==> src/rtl/decode_stage.sv <==
// RV32I/RV32E decode stage between fetch and execute. A main output register
// and an optional spill register let ready_o be registered without losing or repeating instructions.
module decode_stage #(
    parameter int ADDR_W   = 32,
    parameter int NUM_REGS = 32,
    parameter int SKID     = 1
) (
    input  logic              clk,
    input  logic              rst_n,
    input  logic [31:0]       ins_i,
    input  logic [ADDR_W-1:0] ins_addr_i,
    input  logic              valid_i,
    output logic              ready_o,
    input  logic              flush_i,
    output logic [31:0]       ins_o,
    output logic [ADDR_W-1:0] ins_addr_o,
    output logic [4:0]        rs1_addr_o,
    output logic [4:0]        rs2_addr_o,
    output logic [4:0]        rd_addr_o,
    output logic [31:0]       imm_o,
    output logic              rs1_en_o,
    output logic              rs2_en_o,
    output logic              rd_we_o,
    output logic              illegal_o,
    output logic              valid_o,
    input  logic              ready_i
);

    typedef struct packed {
        logic [31:0]       ins;
        logic [ADDR_W-1:0] addr;
        logic [4:0]        rs1;
        logic [4:0]        rs2;
        logic [4:0]        rd;
        logic [31:0]       imm;
        logic              rs1_en;
        logic              rs2_en;
        logic              rd_we;
        logic              illegal;
    } dec_t;

    localparam logic [5:0] NR = 6'(NUM_REGS);

    dec_t        dec, main_q, main_n, spill_q, spill_n;
    logic        main_v, main_v_n, spill_v, spill_v_n, ready_q;
    logic        use1, use2, used, bad_op, bad_reg;
    logic [31:0] imm_raw;
    logic        in_xfer, out_xfer;

    always_comb begin
        use1    = 1'b0;
        use2    = 1'b0;
        used    = 1'b0;
        bad_op  = 1'b0;
        imm_raw = '0;
        case (ins_i[6:0])
            7'b0110111, 7'b0010111: begin
                used    = 1'b1;
                imm_raw = {ins_i[31:12], 12'b0};
            end
            7'b1101111: begin
                used    = 1'b1;
                imm_raw = {{11{ins_i[31]}}, ins_i[31], ins_i[19:12], ins_i[20], ins_i[30:21], 1'b0};
            end
            7'b1100111, 7'b0000011, 7'b0010011, 7'b0001111, 7'b1110011: begin
                use1    = 1'b1;
                used    = 1'b1;
                imm_raw = {{20{ins_i[31]}}, ins_i[31:20]};
            end
            7'b0100011: begin
                use1    = 1'b1;
                use2    = 1'b1;
                imm_raw = {{20{ins_i[31]}}, ins_i[31:25], ins_i[11:7]};
            end
            7'b1100011: begin
                use1    = 1'b1;
                use2    = 1'b1;
                imm_raw = {{19{ins_i[31]}}, ins_i[31], ins_i[7], ins_i[30:25], ins_i[11:8], 1'b0};
            end
            7'b0110011: begin
                use1   = 1'b1;
                use2   = 1'b1;
                used   = 1'b1;
                bad_op = (ins_i[31:25] != 7'h00) && (ins_i[31:25] != 7'h20);
            end
            default: bad_op = 1'b1;
        endcase
        // Only registers the format actually uses are range-checked (matters for RV32E).
        bad_reg = (use1 && ({1'b0, ins_i[19:15]} >= NR)) ||
                  (use2 && ({1'b0, ins_i[24:20]} >= NR)) ||
                  (used && ({1'b0, ins_i[11:7]}  >= NR));

        dec         = '0;
        dec.ins     = ins_i;
        dec.addr    = ins_addr_i;
        dec.illegal = bad_op | bad_reg;
        if (!dec.illegal) begin
            dec.rs1_en = use1;
            dec.rs2_en = use2;
            dec.rd_we  = used && (ins_i[11:7] != 5'd0);
            dec.rs1    = use1 ? ins_i[19:15] : 5'd0;
            dec.rs2    = use2 ? ins_i[24:20] : 5'd0;
            dec.rd     = used ? ins_i[11:7]  : 5'd0;
            dec.imm    = imm_raw;
        end
    end

    // Handshake: a beat moves on a side only in a cycle where that side's valid
    // and ready are both high; valid/data never change while stalled.
    assign ready_o  = (SKID != 0) ? ready_q : (ready_q & (!main_v | ready_i));
    assign in_xfer  = valid_i & ready_o;
    assign out_xfer = main_v & ready_i;

    always_comb begin
        main_n    = main_q;
        main_v_n  = main_v;
        spill_n   = spill_q;
        spill_v_n = spill_v;
        if (flush_i) begin
            main_v_n  = 1'b0;
            spill_v_n = 1'b0;
        end else if (!main_v) begin
            if (in_xfer) begin
                main_n   = dec;
                main_v_n = 1'b1;
            end
        end else if (out_xfer) begin
            // ready_o is low whenever the spill is full, so no input can arrive here then.
            if (spill_v) begin
                main_n    = spill_q;
                spill_v_n = 1'b0;
            end else if (in_xfer) begin
                main_n = dec;
            end else begin
                main_v_n = 1'b0;
            end
        end else if (in_xfer && SKID != 0) begin
            spill_n   = dec;
            spill_v_n = 1'b1;
        end
    end

    always_ff @(posedge clk or negedge rst_n) begin
        if (!rst_n) begin
            main_q  <= '0;
            spill_q <= '0;
            main_v  <= 1'b0;
            spill_v <= 1'b0;
            ready_q <= 1'b0;
        end else begin
            main_q  <= main_n;
            spill_q <= spill_n;
            main_v  <= main_v_n;
            spill_v <= spill_v_n;
            ready_q <= (SKID != 0) ? !spill_v_n : 1'b1;
        end
    end

    assign valid_o    = main_v;
    assign ins_o      = main_q.ins;
    assign ins_addr_o = main_q.addr;
    assign rs1_addr_o = main_q.rs1;
    assign rs2_addr_o = main_q.rs2;
    assign rd_addr_o  = main_q.rd;
    assign imm_o      = main_q.imm;
    assign rs1_en_o   = main_q.rs1_en;
    assign rs2_en_o   = main_q.rs2_en;
    assign rd_we_o    = main_q.rd_we;
    assign illegal_o  = main_q.illegal;

endmodule

==> config.mk <==
export PLATFORM = sky130hd
export DESIGN_NAME = decode_stage
export DESIGN_NICKNAME = d
export VERILOG_FILES = /design/src/rtl/decode_stage.sv
export SDC_FILE = /design/constraint.sdc
export NUM_CORES = 1
export LEC_CHECK = 0
export BUFFER_PORTS_ARGS = -buffer_cell sky130_fd_sc_hd__buf_2
export CAP_MARGIN = 15
export CORE_ASPECT_RATIO = 0.8
export CORE_MARGIN = 2
export CORE_UTILIZATION = 50
export CTS_BUF_LIST = sky130_fd_sc_hd__clkbuf_16
export DETAILED_ROUTE_END_ITERATION = 8
export PLACE_DENSITY = 0.82
export REMOVE_ABC_BUFFERS = 1
export SETUP_SLACK_MARGIN = 0.2
export SKIP_CTS_REPAIR_TIMING = 1
export SLEW_MARGIN = 0
export SYNTH_ARGS = -nofsm -noshare
export SYNTH_HDL_FRONTEND = slang
export SYNTH_SLANG_ARGS = --single-unit
==> constraint.sdc <==
create_clock -name clk -period 4.6 [get_ports clk]
set_input_delay 0.69 -clock clk [delete_from_list [all_inputs] [get_ports clk]]
set_output_delay 0.69 -clock clk [all_outputs]
set_load 0.01 [all_outputs]
# After elaboration in Yosys (flattened, before gate mapping)
# Index checks and enable logic that the tools add are counted.
# W data, S select, Z words.
word_totals:
  reg_bits: 233
  in_bits: 69
  output_inout_bits: 117
  wordCells: 75
classes:
  eq_ne: 13
  muxes: 22
  bitwise: 4
  reduce_logical: 13
ops:
  columns: ["op", "count"]
  rows:
  - ["$mux W115", 4]
  - ["$pmux W32 S5", 1]
  - ["$mux W50", 1]
  - ["$eq A7 B7 Y1 const B", 4]
  - ["$eq A7 B6 Y1 const B", 3]
  - ["$mux W5", 3]
  - ["$eq A7 B5 Y1 const B", 2]
  - ["$mux W1", 12]
  - ["$reduce_or A10 Y1", 1]
  - ["$reduce_or A9 Y1", 1]
  - ["$reduce_or A8 Y1", 1]
  - ["$eq A7 B2 Y1 const B", 1]
  - ["$eq A7 B4 Y1 const B", 1]
  - ["$ne A7 B6 Y1 const B", 1]
  - ["$reduce_bool A7 Y1", 1]
  - ["$reduce_bool A5 Y1", 1]
  - ["$reduce_or A5 Y1", 1]
  - ["$reduce_and A4 Y1", 1]
  - ["$reduce_or A3 Y1", 1]
  - ["$and A1 B1 Y1", 2]
  - ["$logic_and A1 B1 Y1", 2]
  - ["$ne A2 B1 Y1 const B", 1]
  - ["$not A1 Y1", 2]
  - ["$pmux W1 S2", 1]
  - ["other kinds (3)", 3]

# Logic depth before layout (Yosys ltp)
# Gate-level depths: netlist (run 1).
depth:
  word_depth: 9
  ltp_mapped: 8
  depth_no_buf: 5

# Worst setup path after synthesis (run 1)
# Ideal clock, no wire load.
synth_timing:
  path_type: "in2reg"
  from: "in ins_i[3]"
  to: "reg main_q (netlist bit imm_o[23])"
  setup_time_ns: 0.132
  arrival_time_ns: 2.071
  t_required_ns: 4.468
  path_slack_ns: 2.397
  stages: 7
  n_path_buf: 2
  cell_sequence: "buf_2 > or3b_1 > a211oi_4 > nor4_2 > buf_2 > o211ai_1 > a22oi_1"
synth_via:
  elab_chain_cells: 8
  elab_cells_between_ends: 21
  classes_between: "eq/ne: 11; mux: 7; reduce/logical: 3"
synth_lines:
  columns: ["item", "line_no", "rtl"]
  rows:
  - ["from (decl)", "10", "input logic [31:0] ins_i,"]
  - ["$eq A7 B7 Y1 (tied with other cells)", "56", "case (ins_i[6:0])"]
  - ["$reduce_or A5 Y1 (tied with other cells)", null, null]
  - ["$pmux W32 S5 / $pmux W1 S2 (equally long branches)", "56", null]
  - ["$mux W50 (*)", "97", "if (!dec.illegal) begin"]
  - ["$mux W115 (*)", "123, 132", null]
  - ["$mux W115", "129", "if (spill_v) begin"]
  - ["$mux W115", "127", "end else if (out_xfer) begin"]
  - ["$mux W115 (*)", "122", "end else if (!main_v) begin"]
  - ["to (signal assigned)", "151", "main_q <= main_n;"]
  - ["to (decl)", "44", "dec_t dec, main_q, main_n, spill_q, spill_n;"]
# Mark *: on every way between the ends. The rest lies on a longest branch, timed or not. The select of a mux whose other input is x is not followed.
# A chain may end at the register's enable or synchronous reset.

# Worst setup path in the final report (run 1)
layout_timing:
  from: "reg main_v (netlist: valid_o)"
  to: "reg main_q (netlist bit imm_o[26])"
layout_via:
  elab_chain_cells: 3
  elab_cells_between_ends: 4
  classes_between: "eq/ne: 1; mux: 1; bitwise: 1; reduce/logical: 1"
layout_lines:
  columns: ["item", "line_no", "rtl"]
  rows:
  - ["from (decl)", "45", "logic main_v, main_v_n, spill_v, spill_v_n, ready_q;"]
  - ["from (signal assigned)", "153", "main_v <= main_v_n;"]
  - ["$and A1 B1 Y1", "112", "assign out_xfer = main_v & ready_i;"]
  - ["$ne A2 B1 Y1 (no source line)", null, null]
  - ["$reduce_and A2 Y1 (no source line)", null, null]
# Parallel ways exist; a longest one is shown, timed or not.

==> out/results.ini, run 1 <==
[status]
status = completed

[critical_path]
worstPathArrival_ps = 3440
required_ps = 5000
r2r_start = valid_o
critPathLaunchType = flop
crit_family = simple AND/OR/NAND/NOR gates
critical_path_class = flop to flop
critPathMaxFanout = 83
cp_cell_sequence = nand2_4, nand3_4, nor4_1, buf_4, o211ai_1, a22oi_1
worst-path-buf-inv = 1
cp-startpoint = valid_o
cpPeakStageDelay_ps = 770
endpoint_kind = flop
cp_slowest_cell = nand2_4

[layout]
fin_nets = 1321
fin_area_sq_um = 12180
area_delta_synth_final_pct = 18.47
final_cells = 1534
drive_above_1_share_pct = 20.41
fin_util_pct = 61.00

[synth]
synth_edf_count = 0
ys_top_cells_by_area = dfrtp_1, nand2_1, a21oi_1
synth_top_area_share_pct = 56.70
netlist_area_sq_um = 10280
synth-seq-cells = 233
synth_top_area_cell = dfrtp_1
synthCells = 1109
synth_commonest_cells = nand2_1, dfrtp_1, a21oi_1, nor2_1, o22ai_1
synth_area_per_cell_sq_um = 9.273
synthArstFlopShare_pct = 100.0
synth_top_flop_cell = dfrtp_1
synth_most_common_cell = nand2_1
synth.distinct_cells = 64
yosysWarnings = 0
ys_seq_area_share_pct = 56.70

[global_routing]
gr-max-usage-layer = met1
grt_pass1_vias = 8595
met1_usage_pct = 40.63
antenna_found_initial = 1
grt_use_total_pct = 26.43
grt_max_degree = 102
met3_usage_pct = 5.316
met2_usage_pct = 38.94
overflow = 0
grt_first_pass_wirelength_mm = 46.53

[detailed_routing]
vias = 9129
drt_pass1_iterations = 5
drt_iter0_drc = 1071
viasPerCell = 5.951
drt.antenna.violating_nets = 0
drc = 0
wl_mm = 29.19
wl_per_cell_um = 19.03

[die]
die_h_um = 132.3
placeableCoreArea_sq_um = 19970
die_area_sq_um = 21740
initial_core_util_pct = 51.49
rows = 46
num_io_pins = 186
die_w_um = 164.3

[sta]
drv_slew = 0
setup_slack_ps = 1565
fmax_mhz = 329.5
tns_ps = 0
rsz0062_at_grt = no
tightest_slew_ps = 1154
holdWs_ps = 170.1
relSlewSlack_pct = 22.44
setup_viol = 0
hold_viol = 0
fin_skew_ps = 8.884
period_minus_slack_ps = 3035
fin_crit_sh_pct = 65.98

[clocking]
tritoncts = built
htree_levels = 1
clk_pin_slew_ps = 60
clk_path_buf_depth = 3
cts_buffers = 24
cts-root-buf = clkbuf_16
cts.sinks = 233
clk_latency_ps = 510

[placement]
place_area_sq_um = 11370
pre_cts_ws_ps = 1541
finalWeightedCongestion = 0.8492
io_buffers = 185
place_inst = 1487
hpwl_mm = 18.04

[pwr]
ir_drop_mv = 0.2703
power_density_nw_per_um2 = 443.5
power_mw = 5.403
p_leak_nw = 5.701

[flow_run]
drv_cap = 0

[min_path]
hp-class = input pin to async pin

worst register-to-register path: stages, from the launching register on:
cell and delay [ps]:
dfrtp_1 480, nand2_4 770, nand3_4 640, nor4_1 460, buf_4 250, o211ai_1 100
a22oi_1 220
layer usage:
metal,routed length (um),vias to the layer above
met5,0,-
met4,436,0
met3,2630,40
met2,13020,416
met1,13100,4457
li1,-,4216
final cells by class:
type,count,area [sq um]
multi-input cells,787,4143
clock buffers,25,625.6
clock inverters,18,136.4
well taps,264,330.3
repair buffers,201,1096
fillers,1706,7789
inverters,5,18.77
flip-flops and latches,233,5831
diodes,1,2.502
registers in the layout, summed over array words and instances (netlist names):
| register | count |
|---|---|
| illegal_o | 1 |
| rs1_en_o | 1 |
| ins_o | 32 |
| spill_q | 115 |
| rs2_addr_o | 5 |
| rs2_en_o | 1 |
| rd_we_o | 1 |
| valid_o | 1 |
| spill_v | 1 |
| ins_addr_o | 32 |
| imm_o | 32 |
| rs1_addr_o | 5 |
| ready_o | 1 |
| rd_addr_o | 5 |
final timing paths:
kind                            slack, ps              to  cells past startpoint
max in group asynchronous            3310  ins_addr_o[14]                      2
min in group clk                      380     spill_q[60]                      3
worst max-delay path                 1570       imm_o[26]                      6
worst max register to register       1570       imm_o[26]                      6
worst min-delay path                  170       ins_o[23]                      1
worst min register to register        470     spill_q[15]                      2
where the power goes:
group	internal (mW)	total, mW	switching, mW
sequential	2.39	2.59	0.199
clock	1.09	1.91	0.815
combinational	0.347	0.907	0.560
total	3.83	5.40	1.57
cells by family (layout without fill, tap and decap cells):
kind of cell,Yosys count,in the layout,share of synthesized area [%]
fa+ha+maj,1,1,0.09734
other cells,0,1,0
compound gates,366,366,21.93
xor+xnor,1,1,0.08518
mux,2,2,0.2190
flops,233,233,56.70
buf+inv,89,249,3.540
simple gates,417,417,17.44
cells in the final DEF, fill, tap and decap left out, types with 5 or more instances in the layout:
cell,Yosys,final
o22ai_1,79,79
a22oi_1,16,16
dfrtp_1,233,233
nand3_1,7,6
nand2_1,250,249
or3_1,11,10
o21ai_0,28,28
a22o_1,17,17
a21oi_1,132,131
and2_1,13,13
o211ai_1,26,26
a31oi_1,5,5
buf_2,18,184
a21o_1,12,12
nand4_1,6,6
clkinv_2,0,6
nor2_1,94,94
clkbuf_16,0,25
buf_4,0,12
inv_1,4,8
o21ai_1,24,23
Note: power is estimated with default switching activity, not from simulation.
==> run 2: changes to the inputs <==
==> constraint.sdc (replaced) <==
create_clock -name clk -period 2.97 [get_ports clk]
set_input_delay 0.4455 -clock clk [delete_from_list [all_inputs] [get_ports clk]]
set_output_delay 0.4455 -clock clk [all_outputs]
set_load 0.01 [all_outputs]
==> out/results.ini, run 2 (synthesis results as in run 1) <==
[placement]
place_area_sq_um = 11490  ; was 11370 sq um
finalWeightedCongestion = 0.9608  ; was 0.8492
hpwl_mm = 19.05  ; was 18.04 mm
io_buffers = 185  ; unchanged

[sta]
fmax_mhz = 410.5  ; was 329.5 MHz
relSlewSlack_pct = 26.93  ; was 22.44%
fin_crit_sh_pct = 82.03  ; was 65.98%
period_minus_slack_ps = 2436  ; was 3035 ps
hold_viol = 87  ; was 0
drv_slew = 0  ; unchanged
fin_skew_ps = 14.50  ; was 8.884 ps
tightest_slew_ps = 1087  ; was 1154 ps
setup_viol = 0  ; unchanged
rsz0062_at_grt = no  ; unchanged
holdWs_ps = -60.44  ; was 170.1 ps

[critical_path]
cp_slowest_cell = nor4_2  ; was nand2_4
r2r-end = imm_o[22]  ; was imm_o[26]
reg2regPathDepth = 4  ; was 6
endpoint_kind = flop  ; unchanged
critPathLaunchType = flop  ; unchanged
cp-startpoint = ready_o  ; was valid_o
critPathMaxFanout = 14  ; was 83
cp_cell_sequence = nand2_1, nor4_2, o211ai_1, a22oi_1  ; was nand2_4, nand3_4, nor4_1, buf_4, o211ai_1, a22oi_1
critical_path_class = flop to flop  ; unchanged
endpoint = imm_o[22]  ; was imm_o[26]
required_ps = 3410  ; was 5000 ps
r2r_slack_ps = 530  ; was 1570 ps
worstPathArrival_ps = 2870  ; was 3440 ps
cpPeakStageDelay_ps = 1050  ; was 770 ps
r2r_start = ready_o  ; was valid_o

[global_routing]
grt_pass1_vias = 8845  ; was 8595
grt_use_total_pct = 27.15  ; was 26.43%
overflow = 0  ; unchanged
antenna_found_initial = 4  ; was 1
grt_max_degree = 93  ; was 102
grt_first_pass_wirelength_mm = 47.46  ; was 46.53 mm

[detailed_routing]
drt_pass1_iterations = 5  ; unchanged
wl_per_cell_um = 19.02  ; was 19.03 um
wl_mm = 29.44  ; was 29.19 mm
drt.antenna.violating_nets = 0  ; unchanged
viasPerCell = 5.966  ; was 5.951
drc = 0  ; unchanged
drt_iter0_drc = 889  ; was 1071
vias = 9235  ; was 9129

[layout]
drive_above_1_share_pct = 21.62  ; was 20.41%
fin_nets = 1334  ; was 1321
final_cell_mix = nand2_1, dfrtp_1, buf_2, a21oi_1, nor2_1  ; unchanged
regMostFlops = spill_q  ; unchanged
multi_input_comb_area_sq_um = 4143  ; unchanged
num-fill-cells = 1701  ; was 1706
largest_reg_flops = 115  ; unchanged
area_delta_synth_final_pct = 19.37  ; was 18.47%
fin_area_sq_um = 12280  ; was 12180 sq um
final_common_cell = nand2_1  ; unchanged
regArea_sq_um = 5831  ; unchanged
fin_util_pct = 61.46  ; was 61.00%

[min_path]
hp-class = input pin to async pin  ; unchanged

[pwr]
p_leak_nw = 5.749  ; was 5.701 nW
power_density_nw_per_um2 = 689.4  ; was 443.5 nW/um^2
ir_drop_mv = 0.4883  ; was 0.2703 mV

[clocking]
cts.sinks = 233  ; unchanged
htree_levels = 1  ; unchanged
clk_path_buf_depth = 3  ; unchanged
clk_pin_slew_ps = 70  ; was 60 ps
cts-root-buf = clkbuf_16  ; unchanged
tritoncts = built  ; unchanged
cts_buffers = 23  ; was 24
clk_latency_ps = 530  ; was 510 ps

[status]
violations = hold timing
status = complete, but fails checks  ; was completed

[die]
die_h_um = 132.3  ; unchanged
placeableCoreArea_sq_um = 19970  ; unchanged
initial_core_util_pct = 51.49  ; unchanged
rows = 46  ; unchanged
num_io_pins = 186  ; unchanged
die_area_sq_um = 21740  ; unchanged
die_w_um = 164.3  ; unchanged

[flow_run]
drv_cap = 0  ; unchanged

[run 2: cell types whose count changed in the layout (fill, tap and decap cells not counted)]
| cell | previous run | this run |
|---|---|---|
| diode_2 | 1 | 3 |
| clkinvlp_4 | 1 | 3 |
| buf_16 | 1 | 0 |
| buf_2 | 184 | 185 |
| clkbuf_16 | 25 | 23 |
| buf_4 | 12 | 28 |
| clkbuf_4 | 1 | 0 |
| bufinv_16 | 2 | 4 |
| clkinv_2 | 6 | 8 |
| buf_8 | 2 | 1 |
| clkinv_1 | 4 | 1 |
| inv_1 | 8 | 5 |
[run 2: critical path: cells and delay by family (launching register included)]
family,cells,cell delay [ps]
AO/OA/AOI/OAI,2,430
flip-flops,1,470
AND/OR/NAND/NOR,2,1450
[run 2: layer usage]
layer	GRT usage, %	part of all wire [%]	up-vias
li1	-	-	4242
met1	39.43	43	4513
met2	40.98	45	424
met3	7.015	9.9	54
met4	6.481	2.1	2
met5	0	0.037	-
[run 2: how the worst min path moves through the flow]
stage	from	end	slack [ps]	cells past startpoint
2_1_floorplan	rst_n	illegal_o	150	0
3_3_place_gp	spill_q[15]	spill_q[15]	450	2
3_5_place_dp	spill_q[15]	spill_q[15]	460	2
4_1_cts	rst_n	spill_q[105]	-30	1
5_1_grt	rst_n	spill_q[105]	3	1
6_report	rst_n	spill_q[105]	-60	1
[run 2: metrics by stage]
step / TNS [ps] / power, mW / hold slack (ps) / cells / worst slack (ps)
CTS: 0 / 8.497 / -29.86 / 1544 / 500.3
global placement: 0 / 5.393 / 454.6 / 1503 / 229.1
detailed placement: 0 / 5.459 / 457.7 / 1503 / 239.6
global route: 0 / 8.856 / 3.126 / 1547 / 300.5
floorplan: -241410 / 4.764 / 149.9 / 1025 / -2988
finish: 0 / 8.463 / -60.44 / 1548 / 533.8
[run 2: power by group]
part           internal, mW  leakage [nW]  switching [mW]
logic                 0.545          2.47           0.867
registers              3.70          2.90           0.311
clock network          1.77         0.383            1.27
total                  6.01          5.75            2.45
[run 2: cell type report]
type / instances / share of cell area, %
sequential: 233 / 47.50
multi-input combinational: 787 / 33.75
timing repair buffer: 215 / 9.540
clock buffer: 23 / 4.689
tap: 264 / 2.691
clock inverter: 18 / 1.621
inverter: 5 / 0.1529
antenna: 3 / 0.06116
==> run 3: changes to the inputs <==
==> constraint.sdc (replaced) <==
create_clock -name clk -period 2.5 [get_ports clk]
set_input_delay 0.375 -clock clk [delete_from_list [all_inputs] [get_ports clk]]
set_output_delay 0.375 -clock clk [all_outputs]
set_load 0.01 [all_outputs]
==> out/results.ini, run 3 (synthesis results as in run 1) <==
[detailed_routing]
wl_mm = 28.94  ; was 29.44 mm
drc = 0  ; unchanged
drt.antenna.violating_nets = 0  ; unchanged
drt_pass1_iterations = 5  ; unchanged
wl_per_cell_um = 18.56  ; was 19.02 um
viasPerCell = 5.904  ; was 5.966
drt_iter0_drc = 914  ; was 889
vias = 9204  ; was 9235

[die]
die_area_sq_um = 21740  ; unchanged
die_h_um = 132.3  ; unchanged
die_w_um = 164.3  ; unchanged
rows = 46  ; unchanged
initial_core_util_pct = 51.49  ; unchanged
num_io_pins = 186  ; unchanged
placeableCoreArea_sq_um = 19970  ; unchanged

[sta]
period_minus_slack_ps = 2169  ; was 2436 ps
fmax_mhz = 461.1  ; was 410.5 MHz
tightest_slew_ps = 757.6  ; was 1087 ps
fin_skew_ps = 19.37  ; was 14.50 ps
drv_slew = 0  ; unchanged
relSlewSlack_pct = 49.07  ; was 26.93%
rsz0062_at_grt = no  ; unchanged
fin_crit_sh_pct = 86.76  ; was 82.03%
tns_ps = 0  ; unchanged
hold_viol = 0  ; was 87
setup_viol = 0  ; unchanged

[min_path]
hp-class = input pin to flop  ; was input pin to async pin

[global_routing]
met3_usage_pct = 5.725  ; was 7.015%
grt_pass1_vias = 8664  ; was 8845
overflow = 0  ; unchanged
grt_first_pass_wirelength_mm = 46.45  ; was 47.46 mm
met2_usage_pct = 39.66  ; was 40.98%
grt_use_total_pct = 26.52  ; was 27.15%
antenna_found_initial = 5  ; was 4
met1_usage_pct = 39.79  ; was 39.43%
grt_max_degree = 71  ; was 93
gr-max-usage-layer = met1  ; was met2

[layout]
fin_nets = 1347  ; was 1334
final_common_cell = nand2_1  ; unchanged
regMostFlops = spill_q  ; unchanged
area_delta_synth_final_pct = 19.76  ; was 19.37%
final_cells = 1559  ; was 1548
drive_above_1_share_pct = 21.67  ; was 21.62%
fin_util_pct = 61.67  ; was 61.46%
largest_reg_flops = 115  ; unchanged
num-fill-cells = 1710  ; was 1701
final_cell_mix = nand2_1, dfrtp_1, buf_2, a21oi_1, nor2_1  ; unchanged

[pwr]
p_leak_nw = 5.783  ; was 5.749 nW
ir_drop_mv = 0.5302  ; was 0.4883 mV
power_density_nw_per_um2 = 772.5  ; was 689.4 nW/um^2
power_mw = 9.514  ; was 8.463 mW

[critical_path]
critPathLaunchType = flop  ; unchanged
critPathMaxFanout = 23  ; was 14
required_ps = 2910  ; was 3410 ps
worstPathArrival_ps = 2580  ; was 2870 ps
critical_path_class = flop to flop  ; unchanged
endpoint_kind = flop  ; unchanged

[clocking]
clk_pin_slew_ps = 70  ; about the same
tritoncts = built  ; unchanged
clk_path_buf_depth = 3  ; unchanged
cts-root-buf = clkbuf_16  ; unchanged
cts.sinks = 233  ; unchanged
clk_latency_ps = 500  ; was 530 ps
cts_buffers = 23  ; unchanged
htree_levels = 1  ; unchanged

[placement]
io_buffers = 185  ; unchanged
place_inst = 1515  ; was 1503
hpwl_mm = 19.28  ; was 19.05 mm
finalWeightedCongestion = 0.8854  ; was 0.9608

[flow_run]
drv_cap = 0  ; unchanged

[status]
status = completed  ; was complete, but fails checks

run 3: cell types whose count changed in the layout (fill, tap and decap cells not counted), moves of 3 or more:
cell        previous run  this run
inv_1                  5         8
clkinv_2               8         5
clkinvlp_4             3         0
buf_4                 28        36
clkinv_1               1         6
buf_12                 1         5
bufinv_16              4         0
run 3: stage by stage:
stage | hold WS, ps | setup WS (ps) | area [sq um]
after floorplan | 79.41 | -3458 | 9938
after global placement | 355.9 | -69.04 | 11630
after CTS | -163.6 | 353.9 | 12280
after global routing | 70.77 | 208.5 | 12310
final | 77.89 | 331.1 | 12320
after detailed placement | 359.9 | -56.79 | 11630
run 3: area by class of cell:
class / instances / area, sq um / area share (%)
Antenna cell: 3 / 7.507 / 0.06096
Clock buffer: 23 / 575.6 / 4.673
Clock inverter: 16 / 71.32 / 0.5791
Inverter: 5 / 18.77 / 0.1524
Multi-Input combinational cell: 787 / 4158 / 33.76
Sequential cell: 233 / 5831 / 47.34
Tap cell: 264 / 330.3 / 2.682
Timing Repair Buffer: 228 / 1324 / 10.75
run 3: path summary, 6_finish.rpt:
kind,startpoint,endpoint,slack [ps],depth (start not counted)
min in group asynchronous,rst_n,spill_q[7],410,2
min reg2reg,spill_q[14],spill_q[14],470,2
max,valid_o,imm_o[26],330,6
min,ins_addr_i[19],spill_q[70],80,3
max reg2reg,valid_o,imm_o[26],330,6
max in group asynchronous,rst_n,spill_q[112],1350,3
run 3: report_power, final:
| group | switching, mW | leakage [nW] | internal [mW] |
|---|---|---|---|
| clock network | 1.40 | 0.338 | 1.66 |
| registers | 0.369 | 2.90 | 4.39 |
| logic | 1.03 | 2.55 | 0.669 |
run 3: metal layers:
metal	vias up	share of wire (%)	wire length (um)
met5	-	0.093	27
met1	4492	44	12830
met4	4	2.1	596
met3	60	8.6	2489
li1	4249	-	-
met2	399	45	12990
run 3: critical path, cell delays in order (launching register included):
cell and delay [ps]:
dfrtp_1 480, nand2_4 290, nand3_4 370, nor4_1 410, buf_4 250, o211ai_1 100, a22oi_1 170
